==> config.mk <==
export PLATFORM = sky130hd
export DESIGN_NAME = mem_port_arbiter
export DESIGN_NICKNAME = d
export VERILOG_FILES = /design/src/rtl/mem_port_arbiter.sv
export SDC_FILE = /design/constraint.sdc
export NUM_CORES = 1
export LEC_CHECK = 0
export BUFFER_PORTS_ARGS = -buffer_cell sky130_fd_sc_hd__clkbuf_2
export CAP_MARGIN = 20
export CORE_MARGIN = 5
export CORE_UTILIZATION = 47
export DETAILED_ROUTE_END_ITERATION = 8
export PLACE_DENSITY_LB_ADDON = 0.2
export SYNTH_ARGS = -nofsm -noshare
export SYNTH_HDL_FRONTEND = slang
export SYNTH_SLANG_ARGS = --single-unit
==> constraint.sdc <==
create_clock -name clk -period 2.7 [get_ports clk]
set_input_delay 0.135 -clock clk [delete_from_list [all_inputs] [get_ports clk]]
set_output_delay 0.135 -clock clk [all_outputs]
set_load 0.01 [all_outputs]
==> src/rtl/mem_port_arbiter.sv <==
// Round-robin arbiter that shares one single-port synchronous RAM between the
// instruction-fetch port (I) and the load/store port (D). All outputs are registered.
module mem_port_arbiter #(
    parameter int ADDR_W      = 32,
    parameter int DATA_W      = 32,
    parameter int MEM_LATENCY = 1
) (
    input  logic              clk,
    input  logic              rst,
    input  logic              if_req,
    input  logic [ADDR_W-1:0] if_addr,
    output logic              if_ready,
    output logic [DATA_W-1:0] if_rdata,
    input  logic              d_req,
    input  logic              d_we,
    input  logic [ADDR_W-1:0] d_addr,
    input  logic [DATA_W-1:0] d_wdata,
    input  logic [3:0]        d_wstrb,
    output logic              d_ready,
    output logic [DATA_W-1:0] d_rdata,
    output logic              mem_en,
    output logic              mem_we,
    output logic [ADDR_W-1:0] mem_addr,
    output logic [DATA_W-1:0] mem_wdata,
    output logic [3:0]        mem_wstrb,
    input  logic [DATA_W-1:0] mem_rdata,
    output logic              busy
);

    generate
        if (MEM_LATENCY < 1 || MEM_LATENCY > 7) begin : gBadLatency
            $fatal(1, "mem_port_arbiter: MEM_LATENCY must be within 1..7");
        end
        if (DATA_W != 32) begin : gBadWidth
            $fatal(1, "mem_port_arbiter: DATA_W must be 32 to match the 4-bit byte strobe");
        end
    endgenerate

    localparam logic [2:0] LAT_LOAD = 3'(MEM_LATENCY - 1);

    typedef enum logic [1:0] {IDLE, ISSUE, WAIT, RESP} stateT;

    stateT             state, stateNext;
    logic              lastGrantD, lastGrantDNext;
    logic              grantD, grantDNext;
    logic              latWe, latWeNext;
    logic [2:0]        cnt, cntNext;
    logic              pickD;
    logic              memEnNext, memWeNext;
    logic [ADDR_W-1:0] memAddrNext;
    logic [DATA_W-1:0] memWdataNext;
    logic [3:0]        memWstrbNext;
    logic              ifReadyNext, dReadyNext, busyNext;
    logic [DATA_W-1:0] ifRdataNext, dRdataNext;

    always_comb begin
        stateNext      = state;
        lastGrantDNext = lastGrantD;
        grantDNext     = grantD;
        latWeNext      = latWe;
        cntNext        = cnt;
        pickD          = 1'b0;
        memEnNext      = 1'b0;
        memWeNext      = 1'b0;
        memAddrNext    = '0;
        memWdataNext   = '0;
        memWstrbNext   = 4'b0000;
        ifReadyNext    = 1'b0;
        dReadyNext     = 1'b0;
        ifRdataNext    = if_rdata;
        dRdataNext     = d_rdata;

        case (state)
            IDLE: begin
                pickD = d_req && (!if_req || !lastGrantD);
                // A req still high during its own ready pulse belongs to the finished access.
                if ((if_req || d_req) && !if_ready && !d_ready) begin
                    stateNext      = ISSUE;
                    grantDNext     = pickD;
                    lastGrantDNext = pickD;
                    latWeNext      = pickD && d_we;
                    memEnNext      = 1'b1;
                    memWeNext      = pickD && d_we;
                    memAddrNext    = pickD ? d_addr : if_addr;
                    memWdataNext   = (pickD && d_we) ? d_wdata : '0;
                    memWstrbNext   = (pickD && d_we) ? d_wstrb : 4'b0000;
                end
            end
            ISSUE: begin
                if (latWe) begin
                    stateNext = RESP;
                end else begin
                    cntNext   = LAT_LOAD;
                    stateNext = (LAT_LOAD == 3'd0) ? RESP : WAIT;
                end
            end
            WAIT: begin
                cntNext = cnt - 3'd1;
                if (cnt == 3'd1) stateNext = RESP;
            end
            RESP: begin
                stateNext = IDLE;
                if (grantD) begin
                    dReadyNext = 1'b1;
                    if (!latWe) dRdataNext = mem_rdata;
                end else begin
                    ifReadyNext = 1'b1;
                    ifRdataNext = mem_rdata;
                end
            end
            default: stateNext = IDLE;
        endcase

        // The ready cycle still belongs to the access, so busy covers it too.
        busyNext = (stateNext != IDLE) || ifReadyNext || dReadyNext;
    end

    always_ff @(posedge clk) begin
        if (rst) begin
            state      <= IDLE;
            lastGrantD <= 1'b0;
            grantD     <= 1'b0;
            latWe      <= 1'b0;
            cnt        <= 3'd0;
            mem_en     <= 1'b0;
            mem_we     <= 1'b0;
            mem_addr   <= '0;
            mem_wdata  <= '0;
            mem_wstrb  <= 4'b0000;
            if_ready   <= 1'b0;
            d_ready    <= 1'b0;
            if_rdata   <= '0;
            d_rdata    <= '0;
            busy       <= 1'b0;
        end else begin
            state      <= stateNext;
            lastGrantD <= lastGrantDNext;
            grantD     <= grantDNext;
            latWe      <= latWeNext;
            cnt        <= cntNext;
            mem_en     <= memEnNext;
            mem_we     <= memWeNext;
            mem_addr   <= memAddrNext;
            mem_wdata  <= memWdataNext;
            mem_wstrb  <= memWstrbNext;
            if_ready   <= ifReadyNext;
            d_ready    <= dReadyNext;
            if_rdata   <= ifRdataNext;
            d_rdata    <= dRdataNext;
            busy       <= busyNext;
        end
    end

endmodule

==> results of run 1 <==
==> layer usage <==
metal  vias up  wire length [um]  track usage, %
met4         0               750            13.6
met5         -                 0               0
li1       2600                 -               -
met2       326              9760            52.7
met1      2480              6970            32.3
met3        60              1690            10.7
==> cell type report <==
type                    count  area (sq um)
flip-flops and latches    144          2880
repair buffers            416          2800
fillers                   601          1940
multi-input cells         374          1800
clock buffers              20           445
well taps                 136           170
clock inverters            12           159
inverters                   6          22.5
diodes                      1          2.50
==> cell families after synthesis <==
family / Yosys count / synth area share [%]
flip-flops: 144 / 59.2
adder cells (fa/ha/maj): 7 / 1.80
buffers and inverters: 43 / 3.83
AO/OA/AOI/OAI: 113 / 12.3
AND/OR/NAND/NOR: 254 / 22.9
==> registers in the layout (all words and copies together) (netlist names) <==
name	flops
latWe	1
mem_we	1
mem_wdata	32
if_ready	1
d_rdata	32
busy	1
cnt	3
state	2
if_rdata	32
mem_addr	32
grantD	1
mem_wstrb	4
d_ready	1
mem_en	1
==> critical path, delay by kind of cell (launching register included) <==
family          cells  cell delay (ps)
simple gates        2              330
fa+ha+maj           1              210
flops               1              340
compound gates      1              260
buf+inv             3             1020
==> report_power, final <==
| group | switching, mW | internal [mW] | leakage [nW] |
|---|---|---|---|
| logic | 0.763 | 0.646 | 2.49 |
| clock network | 0.904 | 1.46 | 0.291 |
| registers | 0.118 | 2.36 | 1.17 |
| total | 1.79 | 4.46 | 3.95 |
==> worst paths after layout <==
| kind | start | end | slack [ps] | depth (start not counted) |
|---|---|---|---|---|
| max | state[0] | mem_addr[17] | 490 | 7 |
| min | d_we | mem_we | 150 | 4 |
| max reg2reg | state[0] | mem_addr[17] | 490 | 7 |
| min reg2reg | d_rdata[7] | d_rdata[7] | 460 | 2 |
==> cells in the final DEF, fill, tap and decap left out, drive strengths merged, types with 3 or more instances in the layout <==
cell type	netlist	routed
bufinv	0	3
nand2	195	195
nand3	3	3
buf	8	9
dlygate4sd3	0	134
dfxtp	144	144
o21ai	4	4
clkbuf	29	293
inv	6	7
nor2	3	3
and2	37	37
a21oi	100	100
ha	7	7
nand2b	4	4
clkinv	0	6
nor2b	5	5
==> impl_results.md, run 1 <==
* Crit path max fanout at 33
* Worst Hold Class: input pin to register
* Post-Route WL at 19200 um
* Final slew viol count at 0
* Slowest stage delay, CP at 610 ps
* Tmin final at 2210 ps
* Synthesis-stage register bit count at 144
* DP HPWL at 10500 um
* PD cells at 754 nW/um^2
* Pwr Total at 6.25 mW
* Post-synthesis sequential area ratio at 59.2%
* Initial antenna violation count at 1
* FP Rows at 37
* CTS tree: built
* Nets at 1103
* RSZ-0062 raised after global routing: no
* Cts bufs inserted at 17
* Async S/R FF share, synth at 0%
* Port bufs at 273
* CTS Hold Buffers Added at 134
* Post-Syn Area per Cell at 8.68 sq um
* Global Route Usage Sum at 30.0%
* Syn_nets at 705
* Post-route clock skew at 7.68 ps
* Final Worst Setup Slack at 490 ps
* Initial Util at 47.6%
* Cells after DPL at 942
* Min Hold Slack at 155 ps
* Status: complete, no violations
* I/O pin cnt at 274
* Clk buf depth at 2
* Largest net degree at the start of global routing at 71
* Ys Warns at 0
* Area Overhead vs Synth at 70.3%
* Ranking of synthesized cells by area: dfxtp_1 59%, nand2_1 15%, a21oi_1 10%
* Setup CP Type: register to register
* Pleak at 3.95 nW
* Startpoint Class: register
* Die X at 112 um
* H-tree depth at 4
* F_max at 453 MHz
* Layout cells sized above 1 at 32.7%
* CP required at 3160 ps
* Clk_lat worst skew at 520 ps
* # setup viols final at 0
* CP arrival at 2670 ps
* Worst VDD drop at 0.000481 V
* Slew @ Worst Pin at 813 ps
* CP max stage cell: dlygate4sd3_1
* Mapped Cells at 561
* Tcrit/Tclk final at 81.8%
* Max Cap Viol at 0
* Predominant post-synthesis flop cell: dfxtp_1
* Final hold violations at 0
* Post-detailed-route count of antenna-violating nets at 0
* Setup TNS at 0 ps
* Post-synth top cells: 195 x nand2_1, 144 x dfxtp_1, 100 x a21oi_1, 37 x and2_1, 29 x clkbuf_1
* Grt total ovfl at 0
* Final Util at 81.0%
* Cell area after synthesis at 4870 sq um
* Post-placement cell area at 6340 sq um
* Cell Chain, Critical Path: inv_1 -> ha_1 -> nor2b_1 -> nand3_1 -> buf_4 -> a21oi_1 -> dlygate4sd3_1
* Root Buffer: clkbuf_8
* Global-route wire length before repair at 30000 um
* Worst-path clk slew at 60 ps
* Netlist cell types at 28
* Cell taking the most area after synthesis: dfxtp_1
* Die ar. at 12500 sq um
* Setup WS pre-CTS at 965 ps
* Via density at 4.93
* Via Count at 5466
* Die Y at 112 um
* Vias in the first global route at 5728
* First DRT Iteration DRCs at 567
* # clock sinks at 144
* Most frequent cell after synthesis: nand2_1
* Placer congestion estimate at 0.876
* Wire per inst at 17.3 um
* Fin cells at 1109
* DRC at 0
* Postcts setup bufs at 0
* Slew headroom at 44.4%
* Detailed Routing Iterations Pass 1 at 6
* Post-synth EDFFs at 0
* Resize count post-CTS at 0
* Synth top area share at 59.2%
* Post-route cell area at 8290 sq um
* Total core area at 10200 sq um
* Worst Setup End Kind: register
Power figures use the tool's default switching activity.
==> inputs of run 2 (changes only) <==
- CORE_UTILIZATION: 47 -> 44
- clock period: 2.7 -> 2.1 ns (I/O delays scaled with it)
==> run 2 against run 1 <==
Net effect:
- via count up 0.68%
- non-clock buffer count up 2
- wire length up 2.6%
- cell count up 0.72%
- maximum frequency up 10%
- first-iteration DRC count down 14%
- clock skew about the same
- largest cell class unchanged
- critical path type unchanged
- worst setup slack worse by 390 ps
- die area up 6.2%
- register-to-register slack worse by 390 ps
==> impl_results.md, run 2 (synthesis results as in run 1) <==
* WHS Path Cells at 2
* Setup TNS at 0 ps
* Pleak at 3.94 nW
* Crit path max fanout at 33
* Clk buf depth at 2
* Port bufs at 273
* Clock power share at 37.5%
* Wire per inst at 17.6 um
* Worst r2r dst: mem_addr[2]
* CTS tree: built
* Slowest stage delay, CP at 570 ps
* Delay-heaviest family, CP: buffers and inverters
* Worst Hold Class: input pin to register
* Area Overhead vs Synth at 70.6%
* Slew headroom at 58.9%
* Post-placement cell area at 6350 sq um
* Tmin final at 2000 ps
* CP max stage cell: dlygate4sd3_1
* Worst-path clk slew at 60 ps
* Net Sw Frac at 28.3%
* P_sw at 2.27 mW
* Largest net degree at the start of global routing at 58
* Nets at 1105
* Layout cells sized above 1 at 33.0%
* Initial Util at 44.9%
* Cts bufs inserted at 17
* Setup CP Type: register to register
* Die Y at 115 um
* FP Rows at 38
* Post-detailed-route count of antenna-violating nets at 0
* Grt total ovfl at 0
* Via density at 4.93
* Worst Setup End Kind: register
* Hold_sp: rst
* Hold endpoint: if_rdata[16]
* Status: complete, no violations
* PD cells at 966 nW/um^2
* # setup viols final at 0
* Reg2reg setup slack at 100 ps
* Total core area at 10800 sq um
* I/O pin cnt at 274
* Vias in the first global route at 5752
* Global Route Usage Sum at 29.5%
* CP arrival at 2400 ps
* R2r startpoint: state[0]
* CP required at 2500 ps
* Tcrit/Tclk final at 95.2%
* Global-route wire length before repair at 30000 um
* Leading cell type in the layout, fill and taps excluded: clkbuf_2
* FF-to-FF path depth at 7
* Flop pwr share at 39.7%
* Root Buffer: clkbuf_8
* F_max at 500 MHz
* Slew @ Worst Pin at 601 ps
* Via Count at 5503
* WP buf/inv at 3
* DP HPWL at 11700 um
* Combinational share of power at 22.8%
* H-tree depth at 4
* Worst VDD drop at 0.000609 V
* Final slew viol count at 0
* Post-Route WL at 19700 um
* DRC at 0
* Initial antenna violation count at 4
* Detailed Routing Iterations Pass 1 at 5
* RSZ-0062 raised after global routing: no
* Most frequent cells in the layout: 273 x clkbuf_2, 195 x nand2_1, 144 x dfxtp_1
* First DRT Iteration DRCs at 487
* Cell Chain, Critical Path: inv_2 -> ha_1 -> nor2b_2 -> nand3_1 -> buf_12 -> a21oi_2 -> dlygate4sd3_1
* Die X at 115 um
* Post-route cell area at 8300 sq um
* Placer congestion estimate at 0.876
* Postcts setup bufs at 0
* Post-route clock skew at 8.06 ps
* Die ar. at 13300 sq um
* Internal Power at 5.75 mW
* Max Cap Viol at 0
* Final hold violations at 0
* Startpoint Class: register
* # clock sinks at 144
* Clk_lat worst skew at 530 ps
==> run 2: cell count changes in the layout (fill, tap and decap cells not counted), moves of 2 or more <==
cell / before / now
diode_2: 1 / 3
clkinv_4: 4 / 0
buf_4: 7 / 9
clkbuf_1: 1 / 4
==> run 2: timing repair <==
action | 4_1_cts | 5_1_grt
endpoints found under the setup margin | 0 | 31
hold buffers | 133 | 0
resized for setup | 0 | 7
hold endpoints to repair | 133 | 0
==> run 2: layer usage <==
layer  share of wire [%]  track usage [%]  wire length (um)
met1                  36             29.8              7140
met2                  50             51.0              9750
met5               0.076                0                15
met4                 5.1             20.1              1010
met3                 8.9             10.3              1750
==> run 2: how the worst max path moves through the flow <==
stage,cells past startpoint,endpoint,start,slack [ps]
finish,7,mem_addr[2],state[0],100
global route,7,mem_addr[18],state[0],20
CTS,7,mem_addr[7],state[0],10
detailed placement,5,busy,state[0],370
global placement,5,busy,state[0],450
floorplan,5,busy,state[0],570
==> run 2: layout make-up <==
| class | count | area [sq um] |
|---|---|---|
| Tap cell | 140 | 175 |
| Multi-Input combinational cell | 374 | 1810 |
| Inverter | 6 | 22.5 |
| Antenna cell | 3 | 7.51 |
| Timing Repair Buffer | 418 | 2820 |
| Sequential cell | 144 | 2880 |
| Clock buffer | 23 | 457 |
| Fill cell | 727 | 2540 |
| Clock inverter | 9 | 131 |
==> run 2: power by group through the flow <==
stage               Sequential (mW)  Combinational, mW  Clock (mW)
floorplan                      3.32              0.713           0
global placement               3.21               1.40           0
detailed placement             3.22               1.44           0
CTS                            3.17               1.75        3.05
global route                   3.21               1.99        3.21
finish                         3.18               1.83        3.01
==> run 2: metrics by stage <==
stage                     instances  utilization [%]  hold WS (ps)  total power [mW]  setup WS, ps
after detailed placement        949             58.6           309              4.67           372
after floorplan                 561                -           227              4.04           565
after global placement          949             58.6           306              4.61           445
after global routing           1117             76.6          28.6              8.40          15.3
after CTS                      1114             76.3         0.844              7.96          13.2
final                          1117             76.6          26.5              8.02           100
==> inputs of run 3 (changes only) <==
- ABC_AREA: unset -> 1
==> run 3 against run 2 <==
Net effect:
- count of clock-buffer cells in the layout down 3
- die area is 1.8% higher
- sequential power is 3% higher
- wire length shrank 10%
- non-clock buffer count decreased by 2
- global-route usage shrank 4.1 points
- synthesized cell count rose by 9.3%
- combinational power is essentially flat
- critical path type unchanged
- clock skew is 0.58 ps higher
- first-iteration DRC count decreased by 30%
- hold slack improved by 57 ps
- register-to-register slack improved by 40 ps
==> impl_results.md, run 3 <==
* Startpoint Class: register
* Pwr Total at 8.26 mW
* Worst VDD drop at 0.000559 V
* Max Cap Viol at 0
* WHS Path Cells at 4
* Die X at 116 um
* Vias in the first global route at 5679
* CP arrival at 2240 ps
* Flop pwr share at 39.4%
* Tmin final at 1960 ps
* Layout cells sized above 1 at 32.9%
* Worst Hold Class: input pin to register
* Global-route wire length before repair at 27100 um
* R2r startpoint: state[0]
* Cell area after synthesis at 4960 sq um
* Global Route Usage Sum at 25.5%
* Nets at 1159
* Wire per inst at 15.1 um
* Cts bufs inserted at 17
* Fin cells at 1166
* Clock power share at 38.3%
* Setup TNS at 0 ps
* Ranking of synthesized cells by area: dfxtp_1 58%, nor2_1 12%, o21ai_0 7.0%
* Slew headroom at 61.2%
* Initial Util at 45.4%
* Post-synth top cells: 160 x nor2_1, 144 x dfxtp_1, 80 x nand2_1, 69 x o21ai_0, 57 x inv_1
* First DRT Iteration DRCs at 339
* Predominant post-synthesis flop cell: dfxtp_1
* Via density at 4.75
* DP HPWL at 10600 um
* Ys Warns at 0
* Status: complete, no violations
* Reg2reg setup slack at 140 ps
* Syn_nets at 757
* Crit path max fanout at 32
* Post-synth EDFFs at 0
* Grt total ovfl at 0
* Combinational share of power at 22.2%
* Root Buffer: clkbuf_16
* Post-detailed-route count of antenna-violating nets at 0
* PD cells at 986 nW/um^2
* Tcrit/Tclk final at 93.4%
* Cell Chain, Critical Path: inv_1 -> ha_1 -> nand3_1 -> buf_6 -> a21oi_1 -> dlygate4sd3_1
* Hold endpoint: grantD
* Mapped Cells at 613
* I/O pin cnt at 274
* DRC at 0
* Layout fillers at 736
* Die Y at 116 um
* Final Util at 76.6%
* Total core area at 10900 sq um
* RSZ-0062 raised after global routing: no
* Slew @ Worst Pin at 581 ps
* P_sw at 2.29 mW
* Post-synthesis sequential area ratio at 58.1%
* Worst-path clk slew at 60 ps
* CTS tree: built
* # clock sinks at 144
* Final Worst Setup Slack at 138 ps
* CP required at 2380 ps
* Async S/R FF share, synth at 0%
* Final hold violations at 0
* Worst Setup End Kind: register
* FF-to-FF path depth at 6
* Clk_lat worst skew at 400 ps
* Slowest stage delay, CP at 610 ps
* Cell taking the most area after synthesis: dfxtp_1
* Internal Power at 5.97 mW
* Via Count at 5537
* Post-Route WL at 17700 um
* Setup WS pre-CTS at 529 ps
* Net Sw Frac at 27.7%
* Synthesis-stage register bit count at 144
* Area Overhead vs Synth at 68.9%
* Placer congestion estimate at 0.848
* Worst r2r dst: mem_addr[21]
* Cells after DPL at 1003
* F_max at 510 MHz
* Largest net degree at the start of global routing at 69
* Leading cell type in the layout, fill and taps excluded: clkbuf_2
* Netlist cell types at 16
* Most frequent cells in the layout: 273 x clkbuf_2, 158 x nor2_1, 144 x dfxtp_1
* Hold_sp: if_req
* Synth top area share at 58.1%
* Most frequent cell after synthesis: nor2_1
* Pleak at 4.47 nW
* FP Rows at 38
* Final slew viol count at 0
* Setup CP Type: register to register
* Initial antenna violation count at 1
* Clk buf depth at 2
* CP Launch Point: state[0]
* Post-Syn Area per Cell at 8.09 sq um
* Post-route clock skew at 8.64 ps
* CP max stage cell: dlygate4sd3_1
* Die ar. at 13500 sq um
* Port bufs at 273
* # setup viols final at 0
* H-tree depth at 4
* Detailed Routing Iterations Pass 1 at 5
run 3: per-stage QoR:
stage	hold WS, ps	instance area (sq um)
6_report	83.9	8380
5_1_grt	92.0	8380
4_1_cts	66.0	8370
3_5_place_dp	310	6420
3_3_place_gp	307	6420
2_1_floorplan	217	4960
run 3: worst max-delay path by stage:
stage                     to  depth (start not counted)
4_1_cts         mem_addr[15]                          6
6_report        mem_addr[21]                          6
3_5_place_dp     d_rdata[18]                          6
5_1_grt         mem_addr[21]                          6
2_1_floorplan     d_rdata[0]                          7
3_3_place_gp   mem_wdata[31]                          7
run 3: metal layers:
| layer | vias to the layer above | GRT usage (%) | share of wire, % |
|---|---|---|---|
| li1 | 2687 | - | - |
| met1 | 2530 | 27.2 | 37 |
| met2 | 262 | 45.0 | 51 |
| met3 | 58 | 7.72 | 8.4 |
| met4 | 0 | 13.8 | 3.6 |
| met5 | - | 0 | 0 |
run 3: power groups by stage:
| stage | logic (mW) | clock network (mW) | registers [mW] |
|---|---|---|---|
| 2_1_floorplan | 0.704 | 0 | 3.43 |
| 3_3_place_gp | 1.46 | 0 | 3.29 |
| 3_5_place_dp | 1.50 | 0 | 3.30 |
| 4_1_cts | 1.79 | 3.23 | 3.25 |
| 5_1_grt | 2.03 | 3.34 | 3.30 |
| 6_report | 1.83 | 3.17 | 3.26 |
run 3: area by class of cell:
class | instances | area (sq um) | area share (%)
clock buffers | 20 | 467 | 5.57
well taps | 140 | 175 | 2.09
repair buffers | 416 | 2790 | 33.3
diodes | 1 | 2.50 | 0.0299
flip-flops and latches | 144 | 2880 | 34.4
multi-input cells | 377 | 1680 | 20.1
clock inverters | 9 | 158 | 1.88
inverters | 59 | 221 | 2.64
run 3: cells by family after synthesis:
kind of cell / synth area share [%]
flip-flops: 58.1
buffers and inverters: 8.05
AND/OR/NAND/NOR: 21.1
AO/OA/AOI/OAI: 11.0
adder cells (fa/ha/maj): 1.77
run 3: repair_timing:
| item | in CTS | in global routing |
|---|---|---|
| setup buffers | 0 | 0 |
| setup endpoints to repair | 0 | 1 |
| endpoints found under the hold margin | 135 | 0 |
| resized for setup | 0 | 1 |
| hold buffers | 133 | 0 |
run 3: worst max-delay path: cells and delay by family (launching register included):
| family | cells | cell delay [ps] |
|---|---|---|
| flip-flops | 1 | 380 |
| AO/OA/AOI/OAI | 1 | 100 |
| adder cells (fa/ha/maj) | 1 | 260 |
| AND/OR/NAND/NOR | 1 | 110 |
| buffers and inverters | 3 | 980 |
